==> config.mk <==
export PLATFORM = sky130hd
export DESIGN_NAME = entity_attr_bank_flat
export DESIGN_NICKNAME = d
export VERILOG_FILES = /design/src/rtl/entity_attr_bank_pkg.sv /design/src/rtl/entity_attr_bank_if.sv /design/src/rtl/entity_attr_bank_overlap_chk.sv /design/src/rtl/entity_attr_bank.sv /design/src/flat_wrapper.sv
export SDC_FILE = /design/constraint.sdc
export NUM_CORES = 1
export LEC_CHECK = 0
export ABC_CLOCK_PERIOD_IN_PS = 2000
export BUFFER_PORTS_ARGS = -buffer_cell sky130_fd_sc_hd__buf_2
export CORE_ASPECT_RATIO = 1.25
export CORE_MARGIN = 2
export CORE_UTILIZATION = 30
export DETAILED_ROUTE_END_ITERATION = 8
export PLACE_DENSITY = 0.56
export SLEW_MARGIN = 20
export SYNTH_ARGS = -nofsm -noshare
export SYNTH_HDL_FRONTEND = slang
export SYNTH_SLANG_ARGS = --single-unit
export TNS_END_PERCENT = 1
==> constraint.sdc <==
create_clock -name clk -period 2 [get_ports clk]
set_clock_uncertainty 0.15 [all_clocks]
set_input_delay 0.4 -clock clk [delete_from_list [all_inputs] [get_ports clk]]
set_output_delay 0.4 -clock clk [all_outputs]
set_load 0.02 [all_outputs]
==> src/rtl/entity_attr_bank_pkg.sv <==
// Shared constants, attribute record and commit FSM states for entity_attr_bank.
// The optional collision feature is enabled with ENTITY_COLLIDE_EN.
package entity_pkg;

   localparam int NUM_ENT  = 8;
   localparam int SEL_W    = 3;
   localparam int COORD_W  = 10;
   localparam int FLAG_W   = 4;
   localparam int ENT_SIZE = 16;

   typedef struct packed {
      logic [COORD_W-1:0] x;
      logic [COORD_W-1:0] y;
      logic [FLAG_W-1:0]  flags;
   } entity_attr_t;

   typedef enum logic {
      IDLE = 1'b0,
      COPY = 1'b1
   } commit_state_t;

   // One extra bit keeps the unsigned distance exact across the whole coordinate range.
   function automatic logic [COORD_W:0] abs_diff(input logic [COORD_W-1:0] a,
                                                 input logic [COORD_W-1:0] b);
      return (a >= b) ? ({1'b0, a} - {1'b0, b}) : ({1'b0, b} - {1'b0, a});
   endfunction

endpackage

==> src/rtl/entity_attr_bank_if.sv <==
// Bus bundle of entity_attr_bank: CPU write port, vsync, renderer read port and status.
interface entity_attr_bank_if;
   import entity_pkg::*;

   logic [SEL_W-1:0]   entity_sel;
   logic [COORD_W-1:0] wr_x;
   logic [COORD_W-1:0] wr_y;
   logic [FLAG_W-1:0]  wr_flags;
   logic               wr_strobe;
   logic               vsync;
   logic [SEL_W-1:0]   rd_idx;
   logic [COORD_W-1:0] rd_x;
   logic [COORD_W-1:0] rd_y;
   logic [FLAG_W-1:0]  rd_flags;
   logic               commit_busy;
   logic [15:0]        frame_cnt;
   logic [NUM_ENT-1:0] collide;

   modport master (
      output entity_sel, wr_x, wr_y, wr_flags, wr_strobe, vsync, rd_idx,
      input  rd_x, rd_y, rd_flags, commit_busy, frame_cnt, collide
   );

   modport slave (
      input  entity_sel, wr_x, wr_y, wr_flags, wr_strobe, vsync, rd_idx,
      output rd_x, rd_y, rd_flags, commit_busy, frame_cnt, collide
   );

endinterface

==> src/rtl/entity_attr_bank_overlap_chk.sv <==
// Combinational bounding-box overlap test between two entities (geometry only, no
// visibility). Used by entity_attr_bank when ENTITY_COLLIDE_EN is defined.
module entity_overlap_chk
   import entity_pkg::*;
(
   input  entity_attr_t i_a,
   input  entity_attr_t i_b,
   output logic         o_hit
);

   localparam logic [COORD_W:0] LP_SIZE = (COORD_W + 1)'(ENT_SIZE);

   logic [COORD_W:0] w_dx;
   logic [COORD_W:0] w_dy;

   assign w_dx  = abs_diff(i_a.x, i_b.x);
   assign w_dy  = abs_diff(i_a.y, i_b.y);
   assign o_hit = (w_dx < LP_SIZE) && (w_dy < LP_SIZE);

endmodule

==> src/rtl/entity_attr_bank.sv <==
// Shadow/active entity attribute table with a vsync-triggered one-entry-per-cycle commit.
// Define ENTITY_COLLIDE_EN to add per-frame overlap flags against entity 0.
module entity_attr_bank
   import entity_pkg::*;
(
   input  logic              clk,
   input  logic              reset_n,
   entity_attr_bank_if.slave io_bus
);

   entity_attr_t       r_shadow [NUM_ENT];
   entity_attr_t       r_active [NUM_ENT];
   logic               r_strobe_q;
   logic               r_vsync_q;
   commit_state_t      r_state;
   commit_state_t      w_state_nxt;
   logic [SEL_W-1:0]   r_cnt;
   logic [SEL_W-1:0]   w_cnt_nxt;
   logic [15:0]        r_frame_cnt;
   entity_attr_t       r_rd;
   logic [NUM_ENT-1:0] w_collide;

   logic w_wr_fire;
   logic w_vsync_rise;
   logic w_copy_en;
   logic w_copy_last;

   assign w_wr_fire    = io_bus.wr_strobe & ~r_strobe_q;
   assign w_vsync_rise = io_bus.vsync & ~r_vsync_q;
   assign w_copy_en    = (r_state == COPY);
   assign w_copy_last  = w_copy_en && (r_cnt == SEL_W'(NUM_ENT - 1));

   // NOTE: sequential state uses non-blocking assignments so every register samples pre-edge values.
   always_ff @(posedge clk or negedge reset_n) begin
      if (!reset_n) begin
         r_state <= IDLE;
         r_cnt   <= '0;
      end else begin
         r_state <= w_state_nxt;
         r_cnt   <= w_cnt_nxt;
      end
   end

   // NOTE: defaults first so no path through this block leaves a target unassigned (no latches).
   always_comb begin
      w_state_nxt = r_state;
      w_cnt_nxt   = r_cnt;
      unique case (r_state)
         IDLE: begin
            if (w_vsync_rise) begin
               w_state_nxt = COPY;
               w_cnt_nxt   = '0;
            end
         end
         COPY: begin
            w_cnt_nxt = r_cnt + 1'b1;
            if (w_copy_last) begin
               w_state_nxt = IDLE;
               w_cnt_nxt   = '0;
            end
         end
         default: begin
            w_state_nxt = IDLE;
            w_cnt_nxt   = '0;
         end
      endcase
   end

   // NOTE: both tables are reset because a reset mid-commit must leave no stale entity visible.
   always_ff @(posedge clk or negedge reset_n) begin
      if (!reset_n) begin
         for (int i = 0; i < NUM_ENT; i++) begin
            r_shadow[i] <= '0;
            r_active[i] <= '0;
         end
      end else begin
         if (w_wr_fire) begin
            r_shadow[io_bus.entity_sel] <= entity_attr_t'{x:     io_bus.wr_x,
                                                          y:     io_bus.wr_y,
                                                          flags: io_bus.wr_flags};
         end
         // A same-index write this edge is not visible here, so the old shadow value commits.
         if (w_copy_en) begin
            r_active[r_cnt] <= r_shadow[r_cnt];
         end
      end
   end

   always_ff @(posedge clk or negedge reset_n) begin
      if (!reset_n) begin
         r_strobe_q  <= 1'b0;
         r_vsync_q   <= 1'b0;
         r_frame_cnt <= '0;
         r_rd        <= '0;
      end else begin
         r_strobe_q <= io_bus.wr_strobe;
         r_vsync_q  <= io_bus.vsync;
         r_rd       <= r_active[io_bus.rd_idx];
         if (w_copy_last) begin
            r_frame_cnt <= r_frame_cnt + 16'd1;
         end
      end
   end

`ifdef ENTITY_COLLIDE_EN
   logic [NUM_ENT-1:0] r_scratch;
   logic [NUM_ENT-1:0] r_collide;
   logic [NUM_ENT-1:0] w_hit_vec;
   logic               w_geom_hit;
   logic               w_hit;

   // From cnt=1 on, active[0] already holds this frame's entity 0.
   entity_overlap_chk u_overlap (
      .i_a   (r_active[0]),
      .i_b   (r_shadow[r_cnt]),
      .o_hit (w_geom_hit)
   );

   assign w_hit     = w_geom_hit & r_active[0].flags[0] & r_shadow[r_cnt].flags[0] &
                      (r_cnt != '0);
   assign w_hit_vec = NUM_ENT'(w_hit) << r_cnt;

   always_ff @(posedge clk or negedge reset_n) begin
      if (!reset_n) begin
         r_scratch <= '0;
         r_collide <= '0;
      end else if (w_copy_en) begin
         r_scratch <= (r_cnt == '0) ? '0 : (r_scratch | w_hit_vec);
         if (w_copy_last) begin
            r_collide <= r_scratch | w_hit_vec;
         end
      end
   end

   assign w_collide = r_collide;
`else
   assign w_collide = '0;
`endif

   assign io_bus.rd_x        = r_rd.x;
   assign io_bus.rd_y        = r_rd.y;
   assign io_bus.rd_flags    = r_rd.flags;
   assign io_bus.commit_busy = w_copy_en;
   assign io_bus.frame_cnt   = r_frame_cnt;
   assign io_bus.collide     = w_collide;

endmodule
==> src/flat_wrapper.sv <==
// flat-port wrapper written by rule: the top's interface ports become plain ports
module entity_attr_bank_flat import entity_pkg::*;
  (clk, reset_n, io_bus_entity_sel, io_bus_wr_x, io_bus_wr_y, io_bus_wr_flags, io_bus_wr_strobe, io_bus_vsync, io_bus_rd_idx, io_bus_rd_x, io_bus_rd_y, io_bus_rd_flags, io_bus_commit_busy, io_bus_frame_cnt, io_bus_collide);
  entity_attr_bank_if io_bus_i ();
  input  logic clk;
  input  logic reset_n;
  input wire logic [$bits(io_bus_i.entity_sel)-1:0] io_bus_entity_sel;
  input wire logic [$bits(io_bus_i.wr_x)-1:0] io_bus_wr_x;
  input wire logic [$bits(io_bus_i.wr_y)-1:0] io_bus_wr_y;
  input wire logic [$bits(io_bus_i.wr_flags)-1:0] io_bus_wr_flags;
  input wire logic [$bits(io_bus_i.wr_strobe)-1:0] io_bus_wr_strobe;
  input wire logic [$bits(io_bus_i.vsync)-1:0] io_bus_vsync;
  input wire logic [$bits(io_bus_i.rd_idx)-1:0] io_bus_rd_idx;
  output wire logic [$bits(io_bus_i.rd_x)-1:0] io_bus_rd_x;
  output wire logic [$bits(io_bus_i.rd_y)-1:0] io_bus_rd_y;
  output wire logic [$bits(io_bus_i.rd_flags)-1:0] io_bus_rd_flags;
  output wire logic [$bits(io_bus_i.commit_busy)-1:0] io_bus_commit_busy;
  output wire logic [$bits(io_bus_i.frame_cnt)-1:0] io_bus_frame_cnt;
  output wire logic [$bits(io_bus_i.collide)-1:0] io_bus_collide;
  assign io_bus_i.entity_sel = io_bus_entity_sel;
  assign io_bus_i.wr_x = io_bus_wr_x;
  assign io_bus_i.wr_y = io_bus_wr_y;
  assign io_bus_i.wr_flags = io_bus_wr_flags;
  assign io_bus_i.wr_strobe = io_bus_wr_strobe;
  assign io_bus_i.vsync = io_bus_vsync;
  assign io_bus_i.rd_idx = io_bus_rd_idx;
  assign io_bus_rd_x = io_bus_i.rd_x;
  assign io_bus_rd_y = io_bus_i.rd_y;
  assign io_bus_rd_flags = io_bus_i.rd_flags;
  assign io_bus_commit_busy = io_bus_i.commit_busy;
  assign io_bus_frame_cnt = io_bus_i.frame_cnt;
  assign io_bus_collide = io_bus_i.collide;
  entity_attr_bank u_core (.clk(clk), .reset_n(reset_n), .io_bus(io_bus_i));
endmodule
After elaboration in Yosys (flattened, before gate mapping)
Cells that the tools add are included.

Register bits after elaboration: 430. Bits of input ports: 34. Output and inout bits: 49. Word-level logic and storage cells: 94.

Add/subtract/negate cells: 2. Magnitude comparators: 5. Equal/unequal tests: 2. Mux-type cells: 18. Bitwise gates (word level): 8. Reductions and logical operators: 3.

Operators by type and width (count): $bwmux W192 (2); $bmux W24 S3 (2); $demux W24 S3 (2); $mux W24 (6); $add A16 B1 Y16 const B (1); $ge A4 B4 Y1 const B (3); $not A3 Y4 (3); $lt A4 B1 Y1 const B (2); $mux W3 (2); $pmux W3 S2 (1); $add A3 B1 Y3 const B (1); $eq A3 B3 Y1 const B (1); $logic_and A1 B1 Y1 (3); $not A1 Y1 (3); $and A1 B1 Y1 (2); $mux W1 (2); $ne A2 B1 Y1 const B (1); $pmux W1 S2 (1).

Longest topological paths before layout
Depth in word-level cells: 6. Mapped depth: 8.

Worst setup path after synthesis
OpenSTA, ideal clock, no wires.

Kind: flip-flop to flip-flop. Start: register u_core.r_cnt[1]. End: register u_core.r_frame_cnt[8], in the netlist u_core.io_bus.frame_cnt[8]. Arrival: 1.611 ns. Data required time: 1.718 ns. Setup slack: 0.107 ns. Cell stages (with the launch flop): 8. Buffers on the path: 1. Period minus slack after synthesis: 1.893 ns. Cell sequence: dfrtp_1 ha_1 ha_1 and2_1 clkbuf_1 and4_1 and3_1 xor2_1.

Cells in the longest elaborated chain, start to end: 2.

Ends and longest elaborated chain: start, declared (RTL line entity_attr_bank.sv:17) `logic [SEL_W-1:0] r_cnt;`; start signal, assigned (RTL line entity_attr_bank.sv:40) `r_cnt <= w_cnt_nxt;`; $eq A3 B3 Y1 (RTL line entity_attr_bank.sv:31) `assign w_copy_last = w_copy_en && (r_cnt == SEL_W'(NUM_ENT - 1));`; $logic_and A1 B1 Y1 (RTL line entity_attr_bank.sv:31); end signal, assigned (RTL line entity_attr_bank.sv:100) `r_frame_cnt <= r_frame_cnt + 16'd1;`; end, declared (RTL line entity_attr_bank.sv:19) `logic [15:0] r_frame_cnt;`.

No other way between the ends. A chain may end at the register's enable or synchronous reset.

Final worst setup path
Start: register u_core.r_cnt[0]. End: register u_core.r_frame_cnt[8], in the netlist u_core.io_bus.frame_cnt[8].

The elaborated chain is that of the path after synthesis.

==> impl_metrics.csv <==
group,metric,value,unit
routing,finalWirelength,43.3,mm
flow_run,drv_cap,0,
synth,synthCells,1433,
global_routing,grt_max_degree,90,
die,dieWidth,228,um
synth,syn_avg_cell_area,13.1,um^2
synth,ys.flop_type,"dfrtp_1",
pwr,p_leak,9.87,nW
setup_path,cp.required,2.28,ns
layout,final_common_cell,"dfrtp_1",
place,hpwl,26.2,mm
pwr,pwr_density_cell,1490,nW/um^2
synth,yosysSeqAreaShare,0.573,
layout,layout-drive-gt1-share,0.308,
run_status,status,"finished, final reports clean",
worst_hold_path,min_path_cells,2,
timing,timing.final.crit_period,1.92,ns
clock_network,cts_tree,"yes",
global_routing,grt_pass1_vias,11900,
synth,ys_types,43,
setup_path,crit_path_start_kind,"flop",
clock_network,cts_root_buf,"clkbuf_16",
layout,post-route-util,0.361,
global_routing,grt_overflow,0,
timing,hold_ws,0.0235,ns
die,ioPinCount,83,
die,dieHeight,284,um
timing,slew_viol_final,0,
place,gp_congestion,0.728,
routing,dr_total_vias,11500,
timing,hold_viol_final,0,
clock_network,clockBufferDepth,3,
setup_path,cp-end-kind,"flop",
synth,async_reset_ff_frac,1.00,
worst_hold_path,hold_path_class,"in2reg",
setup_path,reg2regPathDepth,6,
routing,first_iter_violations,764,
synth,synth_largest_area_cell,"dfrtp_1",
layout,layout_common_cells,"dfrtp_1, mux2_2, nand2_1",
global_routing,grt_pass1_wl,69.2,mm
place,port_buffers,74,
synth,yosysWarningCount,0,
die,initial_core_util,0.303,
die,fp.coreArea,61900,um^2
place,place_worst_setup_slack,0.0738,ns
synth,synth_area_leaders,"dfrtp_1, mux2_2, mux4_2, mux2i_1, mux2_1",
synth,synth-seq-cells,430,
setup_path,path_class,"reg2reg",
routing,post_drt_wl_per_cell,18.0,um
routing,dr.pass1.iters,5,
timing,post-route-period-util,0.961,
synth,synth_edf_count,0,
synth,synthesis.area,18800,um^2
die,num_rows,102,
setup_path,crit_path_max_fanout,5,
layout,fin_nets,1576,
timing,setup_slack,0.0788,ns
synth,synth.top_cell.area_share,0.573,
routing,drcViolationCount,0,
setup_path,critical_path_arrival,2.20,ns
die,die_area,64600,um^2
timing,fmax,521,MHz
clock_network,cts.sinks,430,
layout,syn_to_final_growth,18.9,%
clock_network,cts.clk_slew.worst_paths,0.06,ns
routing,vias_per_cell,4.77,
timing,rsz0062_at_grt,"yes",
layout,layoutNonFillerInstCount,2408,
timing,setup_viol,0,
clock_network,clk-insertion-delay-late,0.56,ns
global_routing,grt_util_all_layers,0.135,
routing,ant_nets,0,
clock_network,cts_htree_levels,2,
global_routing,antenna_found_initial,7,
clock_network,cts_buffers,43,
pwr,ir_worst_vdd,0.676,mV
clock_network,cts_setup_buffers,0,
place,place_inst,2317,
final timing paths:
path	from	to	slack, ns
max	u_core.r_cnt[0]$_DFFE_PN0P_	u_core.io_bus.frame_cnt[8]$_DFFE_PN0P_	0.08
min	io_bus_wr_x[2]	u_core.r_shadow[64]$_DFFE_PN0P_	0.02
max reg2reg	u_core.r_cnt[0]$_DFFE_PN0P_	u_core.io_bus.frame_cnt[8]$_DFFE_PN0P_	0.08
min reg2reg	u_core.r_active[118]$_DFFE_PN0P_	u_core.r_active[118]$_DFFE_PN0P_	0.33
max in group asynchronous	reset_n	u_core.r_active[61]$_DFFE_PN0P_	0.74
min in group asynchronous	reset_n	u_core.r_strobe_q$_DFF_PN0_	0.16
where the power goes:
group	leakage, nW	internal, W	switching (W)
logic	3.83	0.00563	0.00629
registers	5.31	0.0117	0.00151
clock network	0.728	0.00479	0.00339
total	9.87	0.0221	0.0112
cells by family after synthesis:
logic type / count (synthesis) / share of synthesized area
compound gates: 244 / 0.0701
other cells: 1 / 0.000200
buf+inv: 106 / 0.0377
simple gates: 273 / 0.0701
fa+ha+maj: 3 / 0.00200
mux: 361 / 0.240
xor+xnor: 15 / 0.00699
flops: 430 / 0.573
per-layer routing:
layer	share of wire	GRT usage
met5	0.0013	0
met4	0.016	0.0313
met1	0.44	0.173
met3	0.039	0.0245
met2	0.50	0.235
flip-flops by register name (all words and copies together), names as in the netlist:
name / cells
u_core.io_bus.frame_cnt: 16
u_core.r_shadow: 192
u_core.r_strobe_q: 1
u_core.r_vsync_q: 1
u_core.r_active: 192
u_core.io_bus.rd_x: 10
u_core.io_bus.rd_flags: 4
u_core.r_cnt: 3
u_core.io_bus.rd_y: 10
u_core.io_bus.commit_busy: 1
through the flow:
step | area, um^2 | power [W] | TNS [ns]
after global placement | 20800 | 0.0248 | 0
after detailed placement | 20800 | 0.0253 | 0
final | 22300 | 0.0333 | 0
after floorplan | 18800 | 0.0207 | 0
after CTS | 22300 | 0.0336 | 0
after global routing | 22300 | 0.0354 | -0.00778
worst max-delay path, stage by stage (launching register included):
cell     delay (ns)
dfrtp_4        0.50
ha_1           0.21
ha_1           0.22
and2_1         0.18
and4_1         0.21
and3_1         0.20
xor2_1         0.14
cell usage after synthesis, drive strengths merged, types with 2 or more instances:
master	instances
and4	4
nand3b	4
nand4	7
a21oi	96
clkbuf	22
nand3	3
and3	2
buf	83
nor3b	4
xnor2	11
nand2	110
dfrtp	430
xor2	4
o32ai	2
nand2b	6
nor2	124
mux4	48
o22ai	48
nor3	4
mux2i	96
ha	3
o21ai	98
mux2	217
repair_timing:
action | 4_1_cts | 5_1_grt
gates resized for setup | 0 | 7
setup endpoints to repair | 0 | 25
endpoints found under the hold margin | 143 | 0
hold buffers | 9 | 0
cell type report:
type / instances / area (um^2)
clock buffers: 65 / 1310
inverters: 1 / 3.75
diodes: 2 / 5.00
flip-flops and latches: 430 / 10800
repair buffers: 159 / 1680
multi-input cells: 904 / 7390
clock inverters: 15 / 140
fillers: 5969 / 39600
well taps: 832 / 1040
Note: power is estimated with default switching activity, not from simulation.
